`src/rtl/mlp_result_stream_tx.sv`:
```
// -----------------------------------------------------------------------------
// mlp_result_stream_tx
//
// This block transmits result rows from the PE array and accumulators to the
// top-level result port.
//
// It accepts a complete result row (ROW_ELEMS signed elements of ELEM_W bits)
// and places it in one of two ping-pong row buffers. It then sends each
// buffered row as ROW_ELEMS/2 beats. Each beat carries two packed elements.
// The block also counts rows within a frame of FRAME_ROWS rows and marks the
// final beat of each frame.
//
// Handshake (input side): a row transfers on a rising edge where
// row_valid_i && row_ready_o. row_ready_o depends only on registered
// occupancy. It never looks at row_valid_i. While row_ready_o is low, the
// source must hold its row unchanged. The output side has no backpressure:
// every cycle with result_valid_o high is one beat.
//
// Ports:
//   clk              rising-edge clock
//   rst              asynchronous active-high reset
//   row_valid_i      a row is offered on row_data_i
//   row_data_i       row elements; element e is at [e*ELEM_W +: ELEM_W]
//   row_ready_o      a row buffer is free (low while in reset)
//   result_valid_o   beat valid
//   result_payload_o {elem[2k+1], elem[2k]} for beat k; zero when not valid
//   result_last_o    final beat of row FRAME_ROWS-1
//   frame_busy_o     from the first accepted row of a frame through its last beat
// -----------------------------------------------------------------------------
module mlp_result_stream_tx #(
    parameter int ELEM_W     = 16,
    parameter int ROW_ELEMS  = 16,
    parameter int FRAME_ROWS = 16
) (
    input  logic                          clk,
    input  logic                          rst,
    input  logic                          row_valid_i,
    input  logic [ROW_ELEMS*ELEM_W-1:0]   row_data_i,
    output logic                          row_ready_o,
    output logic                          result_valid_o,
    output logic [2*ELEM_W-1:0]           result_payload_o,
    output logic                          result_last_o,
    output logic                          frame_busy_o
);

    localparam int ROW_W  = ROW_ELEMS * ELEM_W;
    localparam int PAY_W  = 2 * ELEM_W;
    localparam int BEATS  = ROW_ELEMS / 2;
    localparam int BEAT_W = (BEATS > 1) ? $clog2(BEATS) : 1;
    localparam int ROWC_W = (FRAME_ROWS > 1) ? $clog2(FRAME_ROWS) : 1;

    localparam logic [BEAT_W-1:0] LAST_BEAT = BEAT_W'(BEATS - 1);
    localparam logic [ROWC_W-1:0] LAST_ROW  = ROWC_W'(FRAME_ROWS - 1);

    // SEND means the head buffer holds a row that still has beats to drive.
    // The FSM is in SEND exactly when occupancy is non-zero.
    typedef enum logic {
        IDLE = 1'b0,
        SEND = 1'b1
    } state_t;

    state_t             state_q,    state_d;
    logic [ROW_W-1:0]   buf0_q,     buf0_d;
    logic [ROW_W-1:0]   buf1_q,     buf1_d;
    logic               wr_sel_q,   wr_sel_d;
    logic               rd_sel_q,   rd_sel_d;
    logic [1:0]         count_q,    count_d;
    logic [BEAT_W-1:0]  beat_cnt_q, beat_cnt_d;
    logic [ROWC_W-1:0]  row_cnt_q,  row_cnt_d;
    logic               rdy_en_q,   rdy_en_d;
    logic               valid_q,    valid_d;
    logic [PAY_W-1:0]   payload_q,  payload_d;
    logic               last_q,     last_d;
    logic               busy_q,     busy_d;

    logic               accept;
    logic               release_row;
    logic [ROW_W-1:0]   head_row;

    // rdy_en_q holds ready low while rst is high. It releases ready on the
    // first clock edge after rst is deasserted.
    assign row_ready_o      = rdy_en_q && (count_q != 2'd2);
    assign result_valid_o   = valid_q;
    assign result_payload_o = payload_q;
    assign result_last_o    = last_q;
    assign frame_busy_o     = busy_q;

    always_comb begin
        state_d    = state_q;
        buf0_d     = buf0_q;
        buf1_d     = buf1_q;
        wr_sel_d   = wr_sel_q;
        rd_sel_d   = rd_sel_q;
        count_d    = count_q;
        beat_cnt_d = beat_cnt_q;
        row_cnt_d  = row_cnt_q;
        rdy_en_d   = 1'b1;
        valid_d    = 1'b0;
        payload_d  = '0;
        last_d     = 1'b0;
        busy_d     = busy_q;

        accept      = row_valid_i && row_ready_o;
        head_row    = rd_sel_q ? buf1_q : buf0_q;
        release_row = (state_q == SEND) && (beat_cnt_q == LAST_BEAT);

        if (accept) begin
            if (wr_sel_q) begin
                buf1_d = row_data_i;
            end else begin
                buf0_d = row_data_i;
            end
            wr_sel_d = ~wr_sel_q;
        end

        if (state_q == SEND) begin
            valid_d   = 1'b1;
            payload_d = PAY_W'(head_row >> (int'(beat_cnt_q) * PAY_W));
            last_d    = (beat_cnt_q == LAST_BEAT) && (row_cnt_q == LAST_ROW);
            if (release_row) begin
                // The head buffer is freed on the same edge that drives its
                // last beat. If the other buffer holds a row, that row's
                // beat 0 follows on the next edge with no gap.
                beat_cnt_d = '0;
                rd_sel_d   = ~rd_sel_q;
                row_cnt_d  = (row_cnt_q == LAST_ROW) ? '0 : row_cnt_q + 1'b1;
            end else begin
                beat_cnt_d = beat_cnt_q + 1'b1;
            end
        end

        case ({accept, release_row})
            2'b10:   count_d = count_q + 2'd1;
            2'b01:   count_d = count_q - 2'd1;
            default: count_d = count_q;
        endcase

        state_d = (count_d != 2'd0) ? SEND : IDLE;

        // busy drops one edge after the frame's last beat is on the outputs.
        // It stays high if a row of the next frame is already buffered or is
        // being accepted on that edge.
        if (last_q) begin
            busy_d = accept || (count_q != 2'd0);
        end else if (accept) begin
            busy_d = 1'b1;
        end
    end

    always_ff @(posedge clk or posedge rst) begin
        if (rst) begin
            state_q    <= IDLE;
            buf0_q     <= '0;
            buf1_q     <= '0;
            wr_sel_q   <= 1'b0;
            rd_sel_q   <= 1'b0;
            count_q    <= 2'd0;
            beat_cnt_q <= '0;
            row_cnt_q  <= '0;
            rdy_en_q   <= 1'b0;
            valid_q    <= 1'b0;
            payload_q  <= '0;
            last_q     <= 1'b0;
            busy_q     <= 1'b0;
        end else begin
            state_q    <= state_d;
            buf0_q     <= buf0_d;
            buf1_q     <= buf1_d;
            wr_sel_q   <= wr_sel_d;
            rd_sel_q   <= rd_sel_d;
            count_q    <= count_d;
            beat_cnt_q <= beat_cnt_d;
            row_cnt_q  <= row_cnt_d;
            rdy_en_q   <= rdy_en_d;
            valid_q    <= valid_d;
            payload_q  <= payload_d;
            last_q     <= last_d;
            busy_q     <= busy_d;
        end
    end

endmodule
```
`config.mk`:
```
export PLATFORM = sky130hd
export DESIGN_NAME = mlp_result_stream_tx
export DESIGN_NICKNAME = d
export VERILOG_FILES = /design/src/rtl/mlp_result_stream_tx.sv
export SDC_FILE = /design/constraint.sdc
export NUM_CORES = 1
export LEC_CHECK = 0
export CAP_MARGIN = 20
export CELL_PAD_IN_SITES_DETAIL_PLACEMENT = 0
export CELL_PAD_IN_SITES_GLOBAL_PLACEMENT = 1
export CORE_AREA = 5 5 268 217
export DETAILED_ROUTE_END_ITERATION = 12
export DIE_AREA = 0 0 273 222
export PLACE_DENSITY_LB_ADDON = 0.3
export SYNTH_ARGS = -nofsm -noshare
export SYNTH_HDL_FRONTEND = slang
export SYNTH_SLANG_ARGS = --single-unit
```
`constraint.sdc`:
```
create_clock -name clk -period 20.3 [get_ports clk]
set_input_delay 2.03 -clock clk [delete_from_list [all_inputs] [get_ports clk]]
set_output_delay 2.03 -clock clk [all_outputs]
set_load 0.01 [all_outputs]
```
==> summary.md <==
| Metric | Value |
|---|---|
| Crit Path Category | primary input to flop |
| DRC violations left | 0 |
| Vias in the first global route | 16500 |
| Yosys reg bits | 560 |
| Routed Antenna Nets | 0 |
| Clock Tree Root | clkbuf_16 |
| Hold Path Class | flop to flop |
| Power per Cell Area | approximately 160 nW/µm² |
| Clk sink count | between 500 and 600 |
| Area leader, netlist | dfrtp_1 |
| CTS tree | built |
| CP startpoint kind | primary input |
| Primary FF master, synth | dfrtp_1 |
| Synth top area cells | dfrtp_1, mux2_4, mux2_2 |
| CP Buf/Inv Count | 4 |
| Post-synth top cells | dfrtp_1, mux2_2, mux2i_1, mux2_4, a22oi_1 |
| PortBufs | 294 |
| VDD IR-drop max | 0.0816 mV |
| Final Cycle Share | 0.285 |
| Syn_nets | just under 2000 |
| WP data required | between 20000 and 25000 ps |
| GRT overflow | 0 |
| Depth of the worst hold-timing path | 1 |
| Num CTS Buffers | 57 |
| Site Rows | slightly below 80 |
| Core box area | 55000 µm² |
| R2R Setup Slk | between 15000 and 20000 ps |
| Initial Util | 0.466 |
| Layout cells sized above 1 | 0.307 |
| Asr flop ratio synth | 1.00 |
| CP max-delay cell | buf_4 |
| Placer's final routability congestion estimate | 0.774 |
| Busiest layer in global routing | met2 |
| First-pass GRT wire length | about 100000 µm |
| Yosys warning count | 0 |
| R2R depth | 7 |
| Placed wire-length estimate | ~42000 µm |
| # IOs | about 300 |
| Die height | 222 µm |
| Final WS setup | 14520 ps |
| Crit path depth | 7 |
| Mean Syn Cell Area | around 15 µm² |
| Hold-fix buffers at CTS | 0 |
| Fin crit period | just under 6000 ps |
| Reg clk slew, reported paths | 60 ps |
| Final slew viol count | 0 |
| Register area share after synthesis | 0.547 |
| Worst-Margin Slew | roughly 1200 ps |
| WL per Instance | around 23 µm |
| DP Worst Slack | roughly 14000 ps |
| Outcome | finished clean |
| Vias | between 15000 and 20000 |
| Origin of the critical flop-to-flop path | count_q[1] |
| Post-synth EDFFs | 0 |
| Crit-path max FO | 56 |
| Top-area cell type share of the netlist area | 0.547 |
| Die Width | between 200 and 300 µm |
| Fill cells | 4439 |
| Relative slew slack | 0.230 |
| Synthesized area | roughly 26000 µm² |
| Post-route setup TNS | 0 ps |
| Register area | between 10000 and 15000 µm² |
| Unrepaired setup endpoints after global routing | false |
| Min-delay src | buf1_q[199] |
| Initial antenna violation count | 20 |
| Final setup fails | 0 |
| Final Skew | 15.0 ps |
| Crit-path leading delay family | buffers and inverters |
| GR Util met3 | 0.0584 |
| Vias/cell | around 5.5 |
| Fin nets | 2235 |
| Area of the multi-input gates | 10900 µm² |
| Number of cells upsized or downsized after cts | 0 |
| Most frequent cell after synthesis | dfrtp_1 |
| Crit-path max cell delay | 920 ps |
| Achievable Freq | roughly 0.17 GHz |
| Crit. End Element | flop |
| CP cell instances | clkdlybuf4s50_1 > o211ai_2 > or2_4 > buf_4 > buf_4 > buf_4 > mux2_2 |
| 1st-iter DRT viols | about 950 |
| Final wirelength | ~65000 µm |
| Area Growth Syn to Fin | 20.4% |
| Leak Pwr | about 14 nW |
| Synth cell types | 33 |
| Die footprint | 60600 µm² |
| Worst-Skew Late Latency | about 600 ps |
| Worst path most repeated cell | buf_4 |
| Synth Instances | 1711 |
| Largest net degree at the start of global routing | between 100 and 150 |
| Worst Setup SP | row_valid_i |
| GR Util met2 | 0.343 |
| Setup Buffers After CTS | 0 |
| M1 GR Usage | 0.279 |
| Longest Clk Path Bufs | 3 |
| GRT Util Overall | 0.210 |
| Final hold viol count | 0 |
| Router iterations before antenna repair | 4 |
| H-Tree Depth | 2 |
| Max cap viols | 0 |
| CP arrival | roughly 6300 ps |
==> worst paths after layout <==
kind                                     to
worst min-delay path            buf1_q[199]
max in group asynchronous        buf1_q[77]
worst min register to register  buf1_q[199]
worst max register to register  buf0_q[255]
min in group asynchronous       buf1_q[247]
worst max-delay path            buf0_q[255]
==> registers in the layout, summed over array words and instances, names as in the netlist, 2 cells and up <==
register / flops
buf0_q: 256
buf1_q: 256
result_payload_o: 32
row_cnt_q: 4
beat_cnt_q: 3
count_q: 2
==> cell families after synthesis <==
kind of cell	Yosys count	share of synthesized area
fa+ha+maj	4	0.00195
simple gates	93	0.0161
xor+xnor	6	0.00205
mux	761	0.360
compound gates	161	0.0441
flops	560	0.547
other cells	1	0.000146
buf+inv	125	0.0291
==> metrics by stage <==
step	cells	power, mW	hold slack, ps	instance area [µm²]	util
6_report	2766	5.01	488	30800	0.561
3_5_place_dp	2662	4.04	481	29000	0.528
4_1_cts	2759	5.07	495	30800	0.560
5_1_grt	2763	5.32	509	30800	0.561
2_1_floorplan	1711	3.44	352	25600	-
3_3_place_gp	2661	3.97	460	29000	0.528
==> layout by cell type (no fill, tap or decap), types with 4 or more instances in the layout <==
master,instances
mux2_2,264
ha_1,4
xnor2_1,5
a22oi_1,112
nand2_1,49
o21ai_0,38
mux2_1,20
a221oi_1,4
mux2_4,229
mux4_2,8
clkdlybuf4s50_1,294
mux2i_1,240
buf_4,24
diode_2,6
clkbuf_16,59
dfrtp_1,559
clkbuf_8,12
o2111ai_1,4
nand3_1,31
clkinv_2,5
clkbuf_1,19
inv_1,4
==> final cells by class <==
| type | instances | share of cell area |
|---|---|---|
| multi-input combinational | 1026 | 0.354 |
| antenna | 6 | 0.000487 |
| clock buffer | 90 | 0.0555 |
| clock inverter | 7 | 0.00138 |
| timing repair buffer | 320 | 0.103 |
| sequential | 560 | 0.454 |
| tap | 750 | 0.0304 |
| inverter | 7 | 0.00110 |
==> layer usage <==
metal	vias to the layer above	wire length, µm
met5	-	173
met1	7915	28200
met4	26	1510
li1	6774	-
met3	112	3980
met2	315	31000
==> power by group <==
group | internal, mW | total [mW] | switching [mW] | leakage, nW
logic | 1.11 | 1.98 | 0.874 | 6.88
clock network | 0.573 | 1.00 | 0.428 | 0.864
registers | 1.69 | 2.03 | 0.345 | 6.67
Note: power is estimated with default switching activity, not from simulation.
